===== config.mk =====
export PLATFORM = sky130hd
export DESIGN_NAME = dm_responder_flat
export DESIGN_NICKNAME = d
export VERILOG_FILES = /design/src/rtl/dm_responder_if.sv /design/src/rtl/dm_responder.sv /design/src/flat_wrapper.sv
export SDC_FILE = /design/constraint.sdc
export NUM_CORES = 2
export LEC_CHECK = 0
export CAP_MARGIN = 20
export CORE_UTILIZATION = 35
export DETAILED_ROUTE_END_ITERATION = 16
export HOLD_SLACK_MARGIN = 0.06
export SETUP_SLACK_MARGIN = 0.02
export SYNTH_ARGS = -nofsm -noshare
export SYNTH_HDL_FRONTEND = slang
export SYNTH_SLANG_ARGS = --single-unit

===== constraint.sdc =====
create_clock -name clk -period 3.3 [get_ports clk]
set_input_delay 0.495 -clock clk [delete_from_list [all_inputs] [get_ports clk]]
set_output_delay 0.495 -clock clk [all_outputs]
set_load 0.05 [all_outputs]

===== src/rtl/dm_responder_if.sv =====
// dm_responder_if: load/store bus between the MEM stage (master) and the
// data-memory responder (slave).
//   Mem_r, Mem_w   : read / write request, held until Mem_ready
//   Mem_addr       : byte address (word aligned)
//   Mem_w_data     : store data
//   Mem_r_data     : load data, valid while Mem_ready=1, held otherwise
//   Mem_ready      : one-cycle completion pulse
//   Mem_stall      : combinational pipeline hold request
//   Mem_err        : completion carried a misaligned / out-of-range address
interface dm_responder_if;
  logic        Mem_r;
  logic        Mem_w;
  logic [31:0] Mem_addr;
  logic [31:0] Mem_w_data;
  logic [31:0] Mem_r_data;
  logic        Mem_ready;
  logic        Mem_stall;
  logic        Mem_err;

  modport master (
    output Mem_r, Mem_w, Mem_addr, Mem_w_data,
    input  Mem_r_data, Mem_ready, Mem_stall, Mem_err
  );

  modport slave (
    input  Mem_r, Mem_w, Mem_addr, Mem_w_data,
    output Mem_r_data, Mem_ready, Mem_stall, Mem_err
  );
endinterface


===== src/rtl/dm_responder.sv =====
// dm_responder: configurable-latency word memory answering the pipeline's
// load/store requests with a ready/stall handshake.
// Ports:
//   clk  : rising-edge clock
//   rst  : synchronous active-high reset (memory contents are kept)
//   bus  : dm_responder_if.slave, request in / response + stall out
// Parameters:
//   DEPTH_WORDS : number of 32-bit words, word index = Mem_addr[31:2]
//   LATENCY     : cycles from acceptance to Mem_ready, 1..15
//
// state  | meaning
// -------+----------------------------------------------------------
// S_IDLE | no access outstanding; a request here is accepted
// S_WAIT | access accepted, counting down the remaining latency
// S_RESP | Mem_ready pulse; write commits on the edge leaving here
module dm_responder #(
  parameter int unsigned DEPTH_WORDS = 64,
  parameter int unsigned LATENCY     = 2
) (
  input logic            clk,
  input logic            rst,
  dm_responder_if.slave  bus
);

  localparam int unsigned IW = (DEPTH_WORDS > 1) ? $clog2(DEPTH_WORDS) : 1;
  // WAIT is entered with LATENCY-2 so that the RESP cycle lands at t+LATENCY.
  localparam logic [3:0] WAIT_LOAD = (LATENCY >= 2) ? 4'(LATENCY - 2) : 4'd0;

  typedef enum logic [1:0] {
    S_IDLE = 2'd0,
    S_WAIT = 2'd1,
    S_RESP = 2'd2
  } state_e;

  state_e          state_q, state_d;
  logic [3:0]      cnt_q, cnt_d;
  logic [IW-1:0]   idx_q, idx_d;
  logic [31:0]     wdata_q, wdata_d;
  logic [31:0]     rdata_q, rdata_d;
  logic            wr_q, wr_d;
  logic            err_q, err_d;

  logic [31:0]     mem [DEPTH_WORDS];

  logic            req;
  logic            in_err;
  logic [IW-1:0]   in_idx;

  // A simultaneous read+write is a write that also returns the old word.
  assign req    = bus.Mem_r | bus.Mem_w;
  assign in_err = (bus.Mem_addr[1:0] != 2'b00) ||
                  ({2'b00, bus.Mem_addr[31:2]} >= 32'(DEPTH_WORDS));
  assign in_idx = bus.Mem_addr[IW+1:2];

  always_comb begin
    state_d = state_q;
    cnt_d   = cnt_q;
    idx_d   = idx_q;
    wdata_d = wdata_q;
    rdata_d = rdata_q;
    wr_d    = wr_q;
    err_d   = err_q;
    case (state_q)
      S_IDLE: begin
        if (req) begin
          idx_d   = in_idx;
          wdata_d = bus.Mem_w_data;
          wr_d    = bus.Mem_w;
          err_d   = in_err;
          if (LATENCY <= 1) begin
            state_d = S_RESP;
            rdata_d = in_err ? 32'd0 : mem[in_idx];
          end else begin
            state_d = S_WAIT;
            cnt_d   = WAIT_LOAD;
          end
        end
      end
      S_WAIT: begin
        if (cnt_q == 4'd0) begin
          state_d = S_RESP;
          // Read data is captured on entry to RESP so it is registered while
          // Mem_ready is high; a write sees the old word here.
          rdata_d = err_q ? 32'd0 : mem[idx_q];
        end else begin
          cnt_d = cnt_q - 4'd1;
        end
      end
      S_RESP:  state_d = S_IDLE;
      default: state_d = S_IDLE;
    endcase
  end

  always_ff @(posedge clk) begin
    if (rst) begin
      state_q <= S_IDLE;
      cnt_q   <= 4'd0;
      idx_q   <= '0;
      wdata_q <= 32'd0;
      rdata_q <= 32'd0;
      wr_q    <= 1'b0;
      err_q   <= 1'b0;
    end else begin
      state_q <= state_d;
      cnt_q   <= cnt_d;
      idx_q   <= idx_d;
      wdata_q <= wdata_d;
      rdata_q <= rdata_d;
      wr_q    <= wr_d;
      err_q   <= err_d;
    end
  end

  // Array has no reset; a reset coinciding with the commit edge drops the write.
  always_ff @(posedge clk) begin
    if (!rst && state_q == S_RESP && wr_q && !err_q) begin
      mem[idx_q] <= wdata_q;
    end
  end

  assign bus.Mem_r_data = rdata_q;
  assign bus.Mem_ready  = (state_q == S_RESP);
  assign bus.Mem_err    = (state_q == S_RESP) && err_q;
  assign bus.Mem_stall  = ((state_q == S_IDLE) && req) || (state_q == S_WAIT);

endmodule


===== src/flat_wrapper.sv =====
// flat-port wrapper written by rule: the top's interface ports become plain ports
module dm_responder_flat 
#(
  parameter int unsigned DEPTH_WORDS = 64,
  parameter int unsigned LATENCY     = 2
)
  (clk, rst, bus_Mem_r, bus_Mem_w, bus_Mem_addr, bus_Mem_w_data, bus_Mem_r_data, bus_Mem_ready, bus_Mem_stall, bus_Mem_err);
  dm_responder_if bus_i ();
  input logic clk;
  input logic rst;
  input wire logic [$bits(bus_i.Mem_r)-1:0] bus_Mem_r;
  input wire logic [$bits(bus_i.Mem_w)-1:0] bus_Mem_w;
  input wire logic [$bits(bus_i.Mem_addr)-1:0] bus_Mem_addr;
  input wire logic [$bits(bus_i.Mem_w_data)-1:0] bus_Mem_w_data;
  output wire logic [$bits(bus_i.Mem_r_data)-1:0] bus_Mem_r_data;
  output wire logic [$bits(bus_i.Mem_ready)-1:0] bus_Mem_ready;
  output wire logic [$bits(bus_i.Mem_stall)-1:0] bus_Mem_stall;
  output wire logic [$bits(bus_i.Mem_err)-1:0] bus_Mem_err;
  assign bus_i.Mem_r = bus_Mem_r;
  assign bus_i.Mem_w = bus_Mem_w;
  assign bus_i.Mem_addr = bus_Mem_addr;
  assign bus_i.Mem_w_data = bus_Mem_w_data;
  assign bus_Mem_r_data = bus_i.Mem_r_data;
  assign bus_Mem_ready = bus_i.Mem_ready;
  assign bus_Mem_stall = bus_i.Mem_stall;
  assign bus_Mem_err = bus_i.Mem_err;
  dm_responder #(.DEPTH_WORDS(DEPTH_WORDS), .LATENCY(LATENCY)) u_core (.clk(clk), .rst(rst), .bus(bus_i));
endmodule

======== After elaboration in Yosys (flattened, before gate mapping) ========
Memories as Yosys holds them, arrays and structs flattened. A register that Yosys moved wholly into a read port is not among the register bits.
Cells that the tools add are included.
storage, ports and cells
  word-level logic and storage cells ...... 44
  bits in writable memories ............... 2048
  input port bits ......................... 68
  output and inout port bits .............. 35
  memories kept ........................... 1
  register bits after elaboration ......... 78
operators by class
  equality and inequality tests ........... 5
  $add $sub $neg .......................... 1
  reductions and logical operators ........ 17
  $lt $le $gt $ge ......................... 1
  mux-type cells .......................... 11
  bitwise logic cells ..................... 1
memory list
  name        depth  width  rd ports  clocked after Yosys merged registers in  write ports  RTL line            RTL
  u_core.mem  64     32     1         1                                        1            dm_responder.sv:43  logic [31:0] mem [DEPTH_WORDS];
operators by type and width
  operator                                                                               number
  32-bit two-way mux                                                                     1
  30-bit by 7-bit greater-or-equal comparator with 1-bit output (second input constant)  1
  6-bit two-way mux                                                                      2
  4-bit two-way mux                                                                      2
  4-bit case mux with 2 select lines                                                     1
  2-bit AND reduction                                                                    3
  1-bit logical AND                                                                      5
  4-bit logical NOT                                                                      1
  2-bit two-way mux                                                                      2
  2-bit by 1-bit inequality test with 1-bit output (second input constant)               2
  2-bit case mux with 2 select lines                                                     1
  2-bit nonzero test                                                                     2
  4-bit by 1-bit subtractor with 4-bit output (second input constant)                    1
  3-bit AND reduction                                                                    1
  2-bit by 1-bit == test with 1-bit output (second input constant)                       1
  2-bit == test (second input constant)                                                  1
  1-bit logical NOT                                                                      2
  2-bit logical NOT                                                                      1
  1-bit logical OR                                                                       2
  1-bit two-way mux                                                                      2
  2-bit inequality test (second input constant)                                          1
  1-bit bitwise OR                                                                       1

======== Logic depth before layout (Yosys ltp) ========
  depth after elaboration ................. 6
  depth in mapped cells ................... 11
  depth with buffers taken out ............ 8

======== Worst setup path before layout ========
No wires, ideal clock.
  path kind ............................... register to register
  from .................................... reg u_core.state_q[1]
  to ...................................... mem u_core.mem[62][0] (enable)
  arrival time ............................ 3.119 ns
  buffers on the path ..................... 0
  setup slack ............................. -0.240 ns
  cell stages (with the launch flop) ...... 6
  cells stage by stage .................... dfxtp_1 nor2b_1 nand3_1 nor2_1 nand3_1 nor2_1
on the way
  longest elaborated chain between the ends .. 6
ends and longest elaborated chain
  element                                  RTL line             RTL
  start: declaration                       dm_responder.sv:35   state_e state_q, state_d;
  start signal: assignment                 dm_responder.sv:104  state_q <= state_d;
  2-bit == test                            -
  net bus_Mem_ready                        flat_wrapper.sv:16   output wire logic [$bits(bus_i.Mem_ready)-1:0] bus_Mem_ready;
  1-bit logical AND (3 in series)          dm_responder.sv:116  if (!rst && state_q == S_RESP && wr_q && !err_q) begin
  1-bit two-way mux                        dm_responder.sv:116
  1-bit two-way mux (not written as such)  dm_responder.sv:117  mem[idx_q] <= wdata_q;
  end: declaration                         dm_responder.sv:43
The timed path passes the listed nets, and every way through them passes these cells.

======== Final worst setup path ========
  from .................................... reg u_core.state_q[1]
  to ...................................... out bus_Mem_err
on the way
  longest elaborated chain between the ends .. 2
ends and longest elaborated chain
  element            RTL line             RTL
  2-bit == test      dm_responder.sv:123  assign bus.Mem_err = (state_q == S_RESP) && err_q;
  1-bit logical AND  dm_responder.sv:123
  end: declaration   flat_wrapper.sv:18   output wire logic [$bits(bus_i.Mem_err)-1:0] bus_Mem_err;
No other way between the ends.

==> qor.yml <==
status: "complete, no violations"
final_nets: 4195
rows: 176
dp.cells: 6930
synth_nets: 3756
synthesis.area_um2: 81100
grt_overflow: 0
grt_pass1_vias: 41448
ff2ff_path_depth: 5
tightest_slew_ns: 1.16
drive_above_1_share_pct: 30.0
clock_power_share_pct: 40.7
grt_pass1_wl_mm: 324
seq_power_share_pct: 52.0
switching_share_pct: 22.8
syn_avg_cell_area_um2: 22.0
wl_per_cell_um: 31.5
syn_inst: 3686
ys_seq_elements: 2132
viasPerCell: 5.59
rr_endpoint: "u_core.bus.Mem_r_data[5]"
fin_skew_ns: 0.0512
multi_input_area_um2: 17300
cp-start-kind: "flip-flop"
post-dp-hpwl_mm: 142
ff_latch_area_um2: 63200
path_clk_slew_ns: 0.07
num_vias: 41111
place.gp.congestion: 0.829
power_leakage_nw: 29.7
report.final.slew_viol_count: 0
powerDensity_nw_per_um2: 613
synth-edff-count: 2048
internal_power_mw: 45.3
die_w_um: 483
synthArstFlopShare_pct: 0
numCtsBuffers: 212
port-buffer-count: 102
dr.pass1.iters: 6
io_pins: 103
fillCellCount: 19725
cts.sinks: 2132
initial_core_util_pct: 35.2
r2r_setup_slack_ns: 0.20
holdCritPathClass: "primary input to flip-flop"
detail_route.iter0.violations: 5433
p_comb_share_pct: 7.3
ir_worst_vdd_v: 0.000558
cts_tree: "built"
grt_start_max_net_pins: 66
wl_mm: 232
fin_crit_sh_pct: 95.2
fin_crit_ns: 3.14
critical_path_class: "flip-flop to primary output"
cts_setup_buffers: 0
relSlewSlack_pct: 22.5
rsz0062_at_grt: "no"
htree_levels: 4
ys.flop_type: "edfxtp_1"
die_h_um: 483
max_freq_mhz: 318
holdCritStartpoint: "bus_Mem_w_data[9]"
cts.path.max_buffers: 3
cp.required_ns: 2.80
insertion_delay_ns: 0.86
finalHoldViolCount: 0
critical_path_peak_fanout: 3
clockRootBuffer: "clkbuf_16"
fp.dieArea_um2: 234000
holdPathEnd: "u_core.wdata_q[9]"
utilization_pct: 41.6
coreArea_um2: 230000
drc: 0
setup_viol: 0
ys_seq_area_share_pct: 77.9
maxCapViolCount: 0
stdcell_count: 7349
yosysUniqueCellTypes: 58
yosysWarnings: 0
antenna_found_initial: 7
ant_nets: 0
power_mw: 58.7
switchingPower_mw: 13.4
holdPathStages: 3
syn2layout_area_growth_pct: 18.1
grt.total_usage_pct: 19.6
end_kind: "primary output"
worstPathArrival_ns: 2.65
-- through the flow --
step	TNS (ns)	area, um2	hold slack, ns	setup WS [ns]
after floorplan	-369.60	81100	0.457	-0.240
after global placement	-1.73	88600	0.468	-0.229
after detailed placement	-1.71	88700	0.481	-0.136
after CTS	0	95600	0.122	0.0686
after global routing	0	95800	0.176	0.0861
final	0	95800	0.190	0.157
-- logic make-up after synthesis --
kind of cell | count (synthesis) | share of synthesized area (%)
AOI/OAI and AO/OA | 325 | 2.69
xor gates and xnor gates | 2 | 0.0216
adders and majority gates | 2 | 0.0309
buffers and inverters | 206 | 1.37
DFF | 2132 | 77.9
muxes | 626 | 15.8
and+or+nand+nor | 393 | 2.19
-- synth_stat cells, drive strengths merged (9+ instances only) --
cell     instances  share of area [%]
mux4           520                 14
a32o            11               0.14
mux2            23               0.32
nor2b           28               0.22
dfxtp           84                2.1
nand2          146               0.68
o22ai           43               0.33
a31oi           14               0.11
a2111oi          9              0.097
clkbuf          64               0.30
nor4            10              0.077
nand2b          13               0.10
buf            136                1.0
nand3           34               0.21
a211oi          27               0.25
nor2           111               0.51
a221oi          12               0.13
mux2i           83                1.0
a22oi           50               0.46
edfxtp        2048                 76
a21oi           77               0.48
o21ai           38               0.23
nor3            19               0.12
nand3b          10              0.093
-- how the worst max path moves through the flow --
stage / startpoint / to / slack (ns) / depth (start not counted)
finish: u_core.state_q[1] / bus_Mem_err / 0.16 / 4
CTS: flip-flop / u_core.bus.Mem_r_data[0] / 0.07 / 8
global placement: u_core.cnt_q[0] / u_core.bus.Mem_r_data[19] / -0.23 / 8
floorplan: u_core.state_q[1] / u_core.mem[62][0] / -0.24 / 5
global route: u_core.state_q[1] / bus_Mem_err / 0.09 / 4
detailed placement: rst / u_core.mem[34][23] / -0.14 / 8
-- layout make-up --
type,instances,share of cell area [%]
diodes,9,0.0235
clock buffers,277,6.06
clock inverters,126,1.15
flip-flops and latches,2132,66.0
repair buffers,425,4.69
multi-input cells,1348,18.1
inverters,6,0.0235
well taps,3026,3.95
-- placed cells by master (no fill, tap or decap), drive strengths merged, types with 14 or more instances in the layout --
cell           count
a31oi             14
dfxtp             84
inv               14
a21oi             77
nor2             111
clkdlybuf4s50    100
edfxtp          2048
o22ai             43
nand2            146
mux4             520
nor2b             28
nand3             34
bufinv            14
nor3              19
o21ai             38
a211oi            27
buf              324
clkinv            99
a22oi             50
clkbuf           277
mux2i             83
mux2              23
-- worst max-delay path: stages, from the launching register on --
cell and delay, ns:
dfxtp_1 0.34, nor2b_1 0.25, buf_4 0.24, and2_1 0.15, clkdlybuf4s50_1 0.80
-- power groups by stage --
stage / registers, mW / clock network (mW) / logic, mW
finish: 30.5 / 23.9 / 4.30
floorplan: 31.1 / 0 / 2.29
global placement: 31.2 / 0 / 4.08
global route: 30.5 / 25.2 / 4.51
detailed placement: 31.2 / 0 / 4.19
CTS: 30.6 / 24.2 / 4.20
-- registers in the layout, indices dropped and copies added, names as in the netlist, named ones only --
register               count
u_core.mem              2048
u_core.bus.Mem_r_data     32
u_core.wdata_q            32
u_core.idx_q               6
u_core.cnt_q               4
u_core.state_q             2
u_core.err_q               1
u_core.wr_q                1
-- what timing repair did --
action / in CTS / in global routing
gates resized for setup: 1 / 1
hold buffers: 0 / 0
endpoints found under the setup margin: 1 / 1
-- routing by layer --
metal,share of wire (%),GRT usage (%),vias up
met1,40,27.1,22333
met5,0,0,-
met3,8.0,3.30,298
met2,49,31.8,1972
li1,-,-,16508
met4,2.9,5.96,0
Note: power is estimated with default switching activity, not from simulation.
